### config.mk
export PLATFORM = sky130hd
export DESIGN_NAME = bin2bcd_conv
export DESIGN_NICKNAME = d
export VERILOG_FILES = /design/src/rtl/bin2bcd_conv.sv
export SDC_FILE = /design/constraint.sdc
export NUM_CORES = 1
export LEC_CHECK = 0
export CORE_MARGIN = 1
export CORE_UTILIZATION = 49
export CTS_BUF_LIST = sky130_fd_sc_hd__clkbuf_16
export DETAILED_ROUTE_END_ITERATION = 10
export GPL_ROUTABILITY_DRIVEN = 0
export PLACE_DENSITY_LB_ADDON = 0.08
export SYNTH_ARGS = -nofsm -noshare
export SYNTH_HDL_FRONTEND = slang
export SYNTH_SLANG_ARGS = --single-unit
### constraint.sdc
create_clock -name sys_clk -period 2.7 [get_ports sys_clk]
set_input_delay 0.675 -clock sys_clk [delete_from_list [all_inputs] [get_ports sys_clk]]
set_output_delay 0.675 -clock sys_clk [all_outputs]
set_load 0.01 [all_outputs]
### src/rtl/bin2bcd_conv.sv
// -----------------------------------------------------------------------------
// bin2bcd_conv
//   Sequential binary-to-BCD converter using the shift-add-3 (double dabble)
//   algorithm, one binary bit per clock. Produces a packed BCD word for the
//   seven-segment display path. Values above 10^DIGITS-1 saturate to all-9
//   digits and raise overflow.
//
// Parameters
//   BIN_W   width of the unsigned binary input (1..4*DIGITS)
//   DIGITS  number of BCD digits produced
//
// Ports
//   sys_clk   in   1          system clock, rising edge
//   rst_n     in   1          asynchronous active-low reset
//   start     in   1          conversion request, only honoured while idle
//   bin_in    in   BIN_W      binary value, captured when start is accepted
//   busy      out  1          high from accept through the DONE state cycle
//   done      out  1          one-cycle pulse: bcd_out/overflow just updated
//   bcd_out   out  4*DIGITS   packed BCD result, digit 0 in [3:0]
//   overflow  out  1          last captured value exceeded 10^DIGITS-1
// -----------------------------------------------------------------------------
module bin2bcd_conv #(
    parameter int BIN_W  = 20,
    parameter int DIGITS = 6
) (
    input  logic                  sys_clk,
    input  logic                  rst_n,
    input  logic                  start,
    input  logic [BIN_W-1:0]      bin_in,
    output logic                  busy,
    output logic                  done,
    output logic [4*DIGITS-1:0]   bcd_out,
    output logic                  overflow
);

    localparam int BCD_W = 4 * DIGITS;
    localparam int CNT_W = (BIN_W > 1) ? $clog2(BIN_W) : 1;
    localparam logic [63:0]      MAX_VAL  = 64'(10 ** DIGITS) - 64'd1;
    localparam logic [CNT_W-1:0] LAST_CNT = CNT_W'(BIN_W - 1);

    typedef enum logic [1:0] {
        IDLE  = 2'd0,
        SHIFT = 2'd1,
        DONE  = 2'd2
    } state_t;

    state_t             state_reg, state_next;
    logic [BIN_W-1:0]   shift_reg, shift_next;
    logic [BCD_W-1:0]   work_reg, work_next;
    logic [BCD_W-1:0]   work_adj;
    logic [CNT_W-1:0]   cnt_reg, cnt_next;
    logic               ovf_reg, ovf_next;
    logic               busy_reg, busy_next;
    logic               done_reg, done_next;
    logic [BCD_W-1:0]   bcd_out_reg, bcd_out_next;
    logic               overflow_reg, overflow_next;
    logic [BCD_W+BIN_W-1:0] shifted;

    // Add-3 correction on every nibble in parallel. A nibble never exceeds 9
    // before correction, so the 4-bit sum cannot carry into the next digit.
    generate
        for (genvar gi = 0; gi < DIGITS; gi++) begin : g_adj
            assign work_adj[4*gi +: 4] = (work_reg[4*gi +: 4] >= 4'd5)
                                       ? work_reg[4*gi +: 4] + 4'd3
                                       : work_reg[4*gi +: 4];
        end
    endgenerate

    // Combined {bcd, binary} left shift: binary MSB enters BCD bit 0.
    assign shifted = {work_adj, shift_reg} << 1;

    always_comb begin
        state_next    = state_reg;
        shift_next    = shift_reg;
        work_next     = work_reg;
        cnt_next      = cnt_reg;
        ovf_next      = ovf_reg;
        done_next     = 1'b0;
        bcd_out_next  = bcd_out_reg;
        overflow_next = overflow_reg;

        case (state_reg)
            IDLE: begin
                if (start) begin
                    shift_next = bin_in;
                    work_next  = '0;
                    cnt_next   = '0;
                    ovf_next   = (64'(bin_in) > MAX_VAL);
                    state_next = SHIFT;
                end
            end
            SHIFT: begin
                work_next  = shifted[BCD_W+BIN_W-1:BIN_W];
                shift_next = shifted[BIN_W-1:0];
                cnt_next   = cnt_reg + 1'b1;
                if (cnt_reg == LAST_CNT) begin
                    state_next = DONE;
                end
            end
            DONE: begin
                // Saturate instead of showing a wrapped value.
                bcd_out_next  = ovf_reg ? {DIGITS{4'h9}} : work_reg;
                overflow_next = ovf_reg;
                done_next     = 1'b1;
                state_next    = IDLE;
            end
            default: begin
                state_next = IDLE;
            end
        endcase

        // busy is registered from the next state so it rises on the accept
        // edge and falls on the edge that leaves DONE.
        busy_next = (state_next != IDLE);
    end

    always_ff @(posedge sys_clk or negedge rst_n) begin
        if (!rst_n) begin
            state_reg    <= IDLE;
            shift_reg    <= '0;
            work_reg     <= '0;
            cnt_reg      <= '0;
            ovf_reg      <= 1'b0;
            busy_reg     <= 1'b0;
            done_reg     <= 1'b0;
            bcd_out_reg  <= '0;
            overflow_reg <= 1'b0;
        end else begin
            state_reg    <= state_next;
            shift_reg    <= shift_next;
            work_reg     <= work_next;
            cnt_reg      <= cnt_next;
            ovf_reg      <= ovf_next;
            busy_reg     <= busy_next;
            done_reg     <= done_next;
            bcd_out_reg  <= bcd_out_next;
            overflow_reg <= overflow_next;
        end
    end

    assign busy     = busy_reg;
    assign done     = done_reg;
    assign bcd_out  = bcd_out_reg;
    assign overflow = overflow_reg;

endmodule

==> results of run 1 <==
==> cell families (layout without fill, tap and decap cells) <==
logic type / count (synthesis) / count (layout)
adders and majority gates: 13 / 13
AOI/OAI and AO/OA: 146 / 146
xor gates and xnor gates: 5 / 5
buffers and inverters: 53 / 104
DFF: 79 / 79
muxes: 3 / 3
and+or+nand+nor: 91 / 91
==> metal layers <==
metal | global-route usage [%] | wire [um] | part of all wire, % | vias up
met1 | 28.5 | 3950 | 47 | 1520
met5 | 0 | 0 | 0 | -
met3 | 3.10 | 351 | 4.2 | 11
li1 | - | - | - | 1521
met4 | 8.07 | 89 | 1.1 | 0
met2 | 37.3 | 4020 | 48 | 86
==> per-stage QoR <==
stage               util [%]  worst slack [ps]  hold slack, ps  cell area (um^2)  total power (W)
floorplan                  -              1140             379              3930          0.00352
global placement        58.2               513             459              4500          0.00418
detailed placement      58.2               482             467              4500          0.00427
CTS                     62.6               769             304              4840          0.00567
global route            62.6               664             322              4840          0.00604
finish                  62.6               751             286              4840          0.00563
==> report_power, final <==
| part | switching (W) | internal (W) |
|---|---|---|
| logic | 0.00120 | 0.00105 |
| clock network | 0.000470 | 0.000896 |
| registers | 0.000382 | 0.00163 |
| total | 0.00205 | 0.00358 |
==> path summary, 6_finish.rpt <==
path                                   startpoint                  endpoint  slack, ps
setup / recovery                            start  work_reg[23]$_DFFE_PN0P_        750
hold / removal                              rst_n            done$_DFF_PN0_        290
setup reg to reg           state_reg[1]$_DFF_PN0_  work_reg[23]$_DFFE_PN0P_        950
hold reg to reg            bcd_out[6]$_DFFE_PN0P_    bcd_out[6]$_DFFE_PN0P_        480
max in group asynchronous                   rst_n    state_reg[1]$_DFF_PN0_       1810
min in group sys_clk       bcd_out[6]$_DFFE_PN0P_    bcd_out[6]$_DFFE_PN0P_        480
==> Yosys cell counts (all sizes together), types with 6 or more instances <==
cell,number,area share [%]
o221ai,6,1.3
a22oi,19,3.6
o21ai,42,5.4
clkbuf,6,0.57
a21oi,19,2.4
nor2,15,1.4
o311ai,6,1.3
a32o,6,1.5
o21a,7,1.3
inv,26,2.5
nor2b,28,4.7
o31ai,18,3.4
ha,13,4.1
buf,21,3.3
o2111ai,12,2.7
dfrtp,79,50
nand2,38,3.6
==> worst reg2reg max path, stage by stage (launching register included) <==
cell	delay [ps]
dfrtp_1	530
o21bai_4	320
inv_2	360
o31ai_1	170
a32o_1	240
==> area by class of cell <==
cell class	count	area, um^2
Tap cell	102	128
Inverter	26	97.6
Multi-Input combinational cell	258	1700
Clock buffer	9	225
Clock inverter	7	111
Fill cell	635	2890
Sequential cell	79	1980
Timing Repair Buffer	62	598
==> metrics.txt, run 1 <==
outcome finished clean; Synth Area in Simple Gates ~11%; largest family of logic cells by synthesized area compound AO/OA/AOI/OAI gates; Hold Violations, Final 0; Skew-Pair Late Insertion Delay 330 ps; CTS Buffer Depth 2; most frequent cells in the layout dfrtp_1 (79), clkdlybuf4s50_1 (48), nand2_1 (38); Row Count 32; gr usage total about 22%; Post-synth top flop dfrtp_1; port bufs between 40 and 50; setup_tns 0 ps; pin count of the biggest net entering global routing a little over 50; Vias 3138; H-tree depth 3; Worst path depth 5; ys async rst share 100%; diodes inserted 0; Horiz. Die Dim 91.5 um; Final period util 72.2%; VDD IR max just under 0.0005 V; post-route ant nets 0; Layout area overhead 23.1%; Crit path buffers/inverters 2; Post-synth EDFFs 0; vias in the first global route 3180; post-synthesis mux area share 0.892%; commonest non-fill, non-tap cell in the layout dfrtp_1; startpoint types primary input; Slowest cell on crit path clkdlybuf4s50_1; mapped cell area 0.00393 mm^2; drt pass-1 iters 4; Post-Syn Instances 390; RSZ-0062 raised after global routing no; # placed instances 527; Worst-Margin Slew 878 ps; Critical Path Max Stage Delay between 500 and 600 ps; Min-Delay Path Class in -> async; layout cell share with drive strength beyond 1 7.48%; CTS Root Buffer Type clkbuf_16; CTS tree done; antenna violations before repair 0; Tmin final ~2000 ps; critical path fanouts, max 21; drc violations 0; grt ovf 0; Final Skew between 6 and 7 ps; R2R depth 4; io pins 50; pwr dens 1160 mW/mm^2; CP arrival 2160 ps; total core area 0.00773 mm^2; total CTS buffers 9; Adder-Cell Fraction of Synth Area under 10%; compound-gate portion of the synthesized area about 26%; Setup-failing EPs final 0; Final Max Tran Viols 0; max-cap violations 0; Final Non-Filler Cells 543; fmax 513 MHz; critical path class in -> reg; Crit. End Element flip-flop; detailed placement HPWL 5640 um; Iter 0 DRT Violations between 150 and 200; Setup Buffers After CTS 0; initial core utilization 50.8%; clock-pin slew on the worst setup and hold paths 60 ps; drt via density 5.78; CTS resizes 0; Leakage 2.07 nW; Synth cell types 35; syn_area_per_cell 10.1 um^2; Die Y 91.5 um; Post-Syn Nets 426; sequential-to-total area share from yosys stat 50.3%; yosys warns 0; XOR/XNOR share of the synthesized area under 10%; CP Data Required Time 2910 ps; Rel. slew slack 41.5%; cell family with most CP delay buffers and inverters; flops & latches, synth 79; wire per inst 15.5 um; cts-stage hold buffer count 0; nets 472; die area 0.00838 mm^2; CP cell instances clkdlybuf4s50_1 > o21bai_4 > inv_2 > o31ai_1 > a32o_1; clock sinks 79; first-pass GRT wire length 14700 um; total wire length 8410 um
(Power assumes the default switching activity.)
==> run 2, diff against run 1 <==
==> constraint.sdc (replaced) <==
create_clock -name sys_clk -period 1.6 [get_ports sys_clk]
set_input_delay 0.4 -clock sys_clk [delete_from_list [all_inputs] [get_ports sys_clk]]
set_output_delay 0.4 -clock sys_clk [all_outputs]
set_load 0.01 [all_outputs]
==> run 2 against run 1 <==
The run now ends with negative hold slack left. Largest power group unchanged. Sequential share of layout area decreased by 0.79 points. Clock skew increased by 4.9 ps. Final area increased by 2.0%. Clock power increased by 46%. Largest cell class unchanged. Combinational power increased by 71%. Power increased by 63%.
==> metrics.txt, run 2 (same netlist as run 1, synthesis figures left out) <==
port bufs 49; clock sinks ~80; nets 488; CP cell instances inv_1 > ha_1 > nor2b_1 > o21a_1 > o311ai_1; outcome complete, but fails checks; # placed instances roughly 540; Final Non-Filler Cells 559; pin count of the biggest net entering global routing 51; initial core utilization just over 50%; max-cap violations 0; Rel. slew slack 72.2%; R2R depth 5; clock-pin slew on the worst setup and hold paths 60 ps; grt ovf 0; RR Startpoint work_reg[0]$_DFFE_PN0P_; Skew-Pair Late Insertion Delay roughly 340 ps; worst flop-to-flop path endpoint work_reg[2]$_DFFE_PN0P_; io pins 50; M2 GR Usage between 30% and 40%; Setup-failing EPs final 0; Min-Delay Path Class in -> async; detailed placement HPWL ~5700 um; WHS -9.21 ps; H-tree depth 3; first-pass GRT wire length approximately 14000 um; post-route ant nets 0; Hold Violations, Final 6; Cell Area, Placed roughly 0.0047 mm^2; Final Skew 11.8 ps; overall power 0.00916 W; reg2reg setup slack 130 ps; layout cell share with drive strength beyond 1 a little over a tenth; fin area 0.00493 mm^2; Tmin final 1470 ps; critical path fanouts, max 5; Final Max Tran Viols 0; global-route met1 utilization 28.0%; met3 usage approximately 4.1%; Worst-Margin Slew 417 ps; critical path class reg -> reg; cts-stage hold buffer count 0; wire per inst between 10 and 15 um; drt pass-1 iters 4; CTS Root Buffer Type clkbuf_16; Row Count 32; pwr dens 1860 mW/mm^2; Critical Path Max Stage Delay 420 ps; failing checks negative hold slack; Vias around 3200; CP Data Required Time 1830 ps; busiest grt layer met2; Horiz. Die Dim slightly above 90 um; CTS tree done; Die Y 91.5 um; drt via density 5.67; VDD IR max between 0.0007 and 0.0008 V; drc violations 0; CTS Buffer Depth 2; commonest non-fill, non-tap cell in the layout dfrtp_1; RSZ-0062 raised after global routing no; total wire length 8110 um; Layout area overhead 25.5%; Setup Buffers After CTS 0; Slowest cell on crit path dfrtp_1; diodes inserted 0; Leakage 2.29 nW; CP arrival 1700 ps; total CTS buffers 9; most frequent cells in the layout dfrtp_1 (79), nand2_1 (38), o21ai_0 (32); Final period util 91.7%; total core area between 0.007 and 0.008 mm^2; gr usage total between 20% and 30%; die area ~0.0084 mm^2; fmax a little under 700 MHz; vias in the first global route between 3000 and 4000; Core Util, Final 63.8%; Iter 0 DRT Violations between 100 and 150; antenna violations before repair 0; startpoint types flip-flop; Crit. End Element flip-flop
[run 2: changes by cell type in the layout (fill, tap and decap cells not counted), sizes merged, moves of 2 or more]
cell	change
clkdlybuf4s50	-27
bufinv	-2
buf	+16
inv	+2
dlygate4sd2	+26
[run 2: per-stage QoR]
stage | setup TNS [ps] | worst slack, ps | hold slack, ps
detailed placement | -4080 | -185 | 366
global placement | -3370 | -168 | 364
global route | 0 | 3.80 | 29.8
floorplan | 0 | 310 | 104
CTS | 0 | 13.8 | 11.8
finish | 0 | 132 | -9.21
[run 2: cell type report]
type                    count  area [um^2]
flip-flops and latches     79         1980
clock inverters             7         66.3
clock buffers               9          225
inverters                  26         97.6
well taps                 102          128
repair buffers             78          738
multi-input cells         258         1700
fillers                   654         2800
[run 2: routing by layer]
layer	vias up	wire (um)
met3	18	319
met1	1534	3910
met5	-	0
met4	0	172
met2	71	3710
li1	1545	-
[run 2: power by group]
part	switching [W]	internal (W)	leakage [nW]
logic	0.00207	0.00178	1.10
registers	0.000556	0.00276	1.04
clock network	0.000803	0.00120	0.144
total	0.00343	0.00573	2.29
[run 2: worst max path at each step]
stage	startpoint	end	slack (ps)	cells after the start
floorplan	work_reg[4]$_DFFE_PN0P_	work_reg[6]$_DFFE_PN0P_	310	5
global placement	bin_in[15]	ovf_reg$_DFFE_PN0P_	-170	4
detailed placement	bin_in[15]	ovf_reg$_DFFE_PN0P_	-180	4
CTS	done$_DFF_PN0_	done	10	1
global route	work_reg[0]$_DFFE_PN0P_	work_reg[4]$_DFFE_PN0P_	4	5
finish	work_reg[0]$_DFFE_PN0P_	work_reg[2]$_DFFE_PN0P_	130	5
[run 2: what timing repair did]
item,CTS,global route
gates resized for setup,26,1
pin swaps,0,0
setup endpoints to repair,26,1
[run 2: critical path: cells and delay by family, from the launching register on]
kind	cells	cell delay (ps)
AOI/OAI and AO/OA	2	440
DFF	1	420
and+or+nand+nor	1	170
adders and majority gates	1	240
buffers and inverters	1	100
==> run 3, diff against run 2 <==
--- a/config.mk
+++ b/config.mk
@@ -6,7 +6,7 @@
 export NUM_CORES = 1
 export LEC_CHECK = 0
 export CORE_MARGIN = 1
-export CORE_UTILIZATION = 49
+export CORE_UTILIZATION = 35
 export CTS_BUF_LIST = sky130_fd_sc_hd__clkbuf_16
 export DETAILED_ROUTE_END_ITERATION = 10
 export GPL_ROUTABILITY_DRIVEN = 0
==> constraint.sdc (replaced) <==
create_clock -name sys_clk -period 1.6 [get_ports sys_clk]
set_input_delay 0.32 -clock sys_clk [delete_from_list [all_inputs] [get_ports sys_clk]]
set_output_delay 0.32 -clock sys_clk [all_outputs]
set_load 0.1 [all_outputs]
==> run 3 against run 2 <==
The run now ends clean. Die area up 39%. First-iteration DRC count up 7.9%. Clock skew down 4.5 ps.
==> metrics.txt, run 3 (same netlist as run 1, synthesis figures left out) <==
critical path class reg -> reg; Final Non-Filler Cells ~590; Skew-Pair Late Insertion Delay between 300 and 400 ps; commonest non-fill, non-tap cell in the layout dfrtp_1; Worst-Margin Slew 382 ps; Rel. slew slack 74.5%; grt ovf 0; pin count of the biggest net entering global routing 31; fin area ~0.0053 mm^2; max-cap violations 0; fill cell count approximately 1000; drt pass-1 iters 4; drc violations 0; Hold Violations, Final 0; Layout area overhead 34.8%; initial core utilization a little over a third; Psw 0.00504 W; Cell Area, Placed 0.00496 mm^2; io pins 50; total core area roughly 0.011 mm^2; Iter 0 DRT Violations 109; Internal 0.00664 W; WHS about 460 ps; layout cell share with drive strength beyond 1 about 16%; Clk pwr share between 10% and 20%; VDD IR max 0.00114 V; total wire length 8710 um; Vias between 3000 and 4000; total CTS buffers 9; CTS tree done; pwr dens around 2200 mW/mm^2; startpoint types flip-flop; critical path fanouts, max 29; CTS resizes 0; reg2reg setup slack between 100 and 150 ps; Tmin final roughly 1500 ps; RR Startpoint state_reg[0]$_DFF_PN0_; nets 487; CP arrival 1680 ps; vias in the first global route 3045; CP cell instances nor2b_4 > buf_12 > o2111ai_1 > o311ai_1; Final Max Tran Viols 0; gr usage total 16.2%; Die Y ~110 um; combinational fraction of design power around 51%; clock-pin slew on the worst setup and hold paths ~60 ps; Leakage 2.28 nW; most frequent cells in the layout dfrtp_1 (79), nand2_1 (38), o21ai_0 (32); Final period util ~91%; antenna violations before repair 0; Slowest cell on crit path dfrtp_1; setup ws final 140 ps; Crit. End Element flip-flop; outcome finished clean; R2R depth 4; Row Count 38; Min-Delay Path Class in -> async; clock sinks about 80; Post-Place Worst Slack -108 ps; diodes inserted 0; first-pass GRT wire length ~15000 um; fmax ~700 MHz; sequential power share 29.4%; CTS Root Buffer Type clkbuf_16; drt via density between 5 and 6; CTS Buffer Depth 2; RSZ-0062 raised after global routing no; Setup-failing EPs final 0; # placed instances 579; detailed placement HPWL 6130 um; Horiz. Die Dim 108 um; die area ~0.012 mm^2; H-tree depth 3; worst flop-to-flop path endpoint work_reg[10]$_DFFE_PN0P_; sw frac about 43%; Core Util, Final approximately 49%; wire per inst 14.7 um; Critical Path Max Stage Delay 480 ps; port bufs 49; Final Skew 7.35 ps; CP Data Required Time around 1800 ps; post-route ant nets 0
==> run 3: cell count changes in the layout (fill, tap and decap cells not counted), moves of 2 or more <==
| cell | change |
|---|---|
| bufinv_16 | +2 |
| dlygate4sd2_1 | -26 |
| buf_12 | +26 |
| inv_1 | -2 |
==> run 3: worst max-delay path by stage <==
stage,cells past startpoint,from,end
after global routing,5,work_reg[0]$_DFFE_PN0P_,work_reg[4]$_DFFE_PN0P_
after detailed placement,4,bin_in[15],ovf_reg$_DFFE_PN0P_
final,4,state_reg[0]$_DFF_PN0_,work_reg[10]$_DFFE_PN0P_
after CTS,4,state_reg[0]$_DFF_PN0_,work_reg[10]$_DFFE_PN0P_
after global placement,4,bin_in[15],ovf_reg$_DFFE_PN0P_
after floorplan,5,work_reg[4]$_DFFE_PN0P_,work_reg[6]$_DFFE_PN0P_
==> run 3: power by group through the flow <==
stage / registers [W] / logic [W] / clock network [W]
after CTS: 0.00343 / 0.00605 / 0.00232
final: 0.00343 / 0.00599 / 0.00227
after detailed placement: 0.00346 / 0.00605 / 0
after global placement: 0.00345 / 0.00598 / 0
after floorplan: 0.00479 / 0.00264 / 0
after global routing: 0.00354 / 0.00649 / 0.00240
==> run 3: worst max-delay path, delay by kind of cell (launching register included) <==
family,cells,cell delay (ps)
buf+inv,1,230
compound gates,2,230
simple gates,1,410
flops,1,480
==> run 3: per-layer routing <==
metal | vias to the layer above | global-route usage [%] | routed length (um)
met3 | 12 | 3.68 | 355
met2 | 78 | 25.8 | 3910
met4 | 0 | 5.58 | 108
met1 | 1505 | 21.8 | 4330
met5 | - | 0 | 0
li1 | 1543 | - | -
==> run 3: metrics by stage <==
stage	power [W]	setup TNS [ps]
after floorplan	0.00742	0
after global placement	0.00942	-1200
after detailed placement	0.00951	-1490
after CTS	0.0118	0
after global routing	0.0124	0
final	0.0117	0
==> run 3: timing repair <==
action,in CTS,in global routing
hold buffers,1,0
hold endpoints to repair,24,0
setup buffers,0,0
==> run 3: final cells by class <==
type | instances | area [um^2] | area share, %
Multi-Input combinational cell | 258 | 1700 | 32.1
Inverter | 26 | 97.6 | 1.84
Clock buffer | 9 | 225 | 4.25
Sequential cell | 79 | 1980 | 37.3
Tap cell | 140 | 175 | 3.31
Timing Repair Buffer | 77 | 1020 | 19.3
Clock inverter | 4 | 97.6 | 1.84
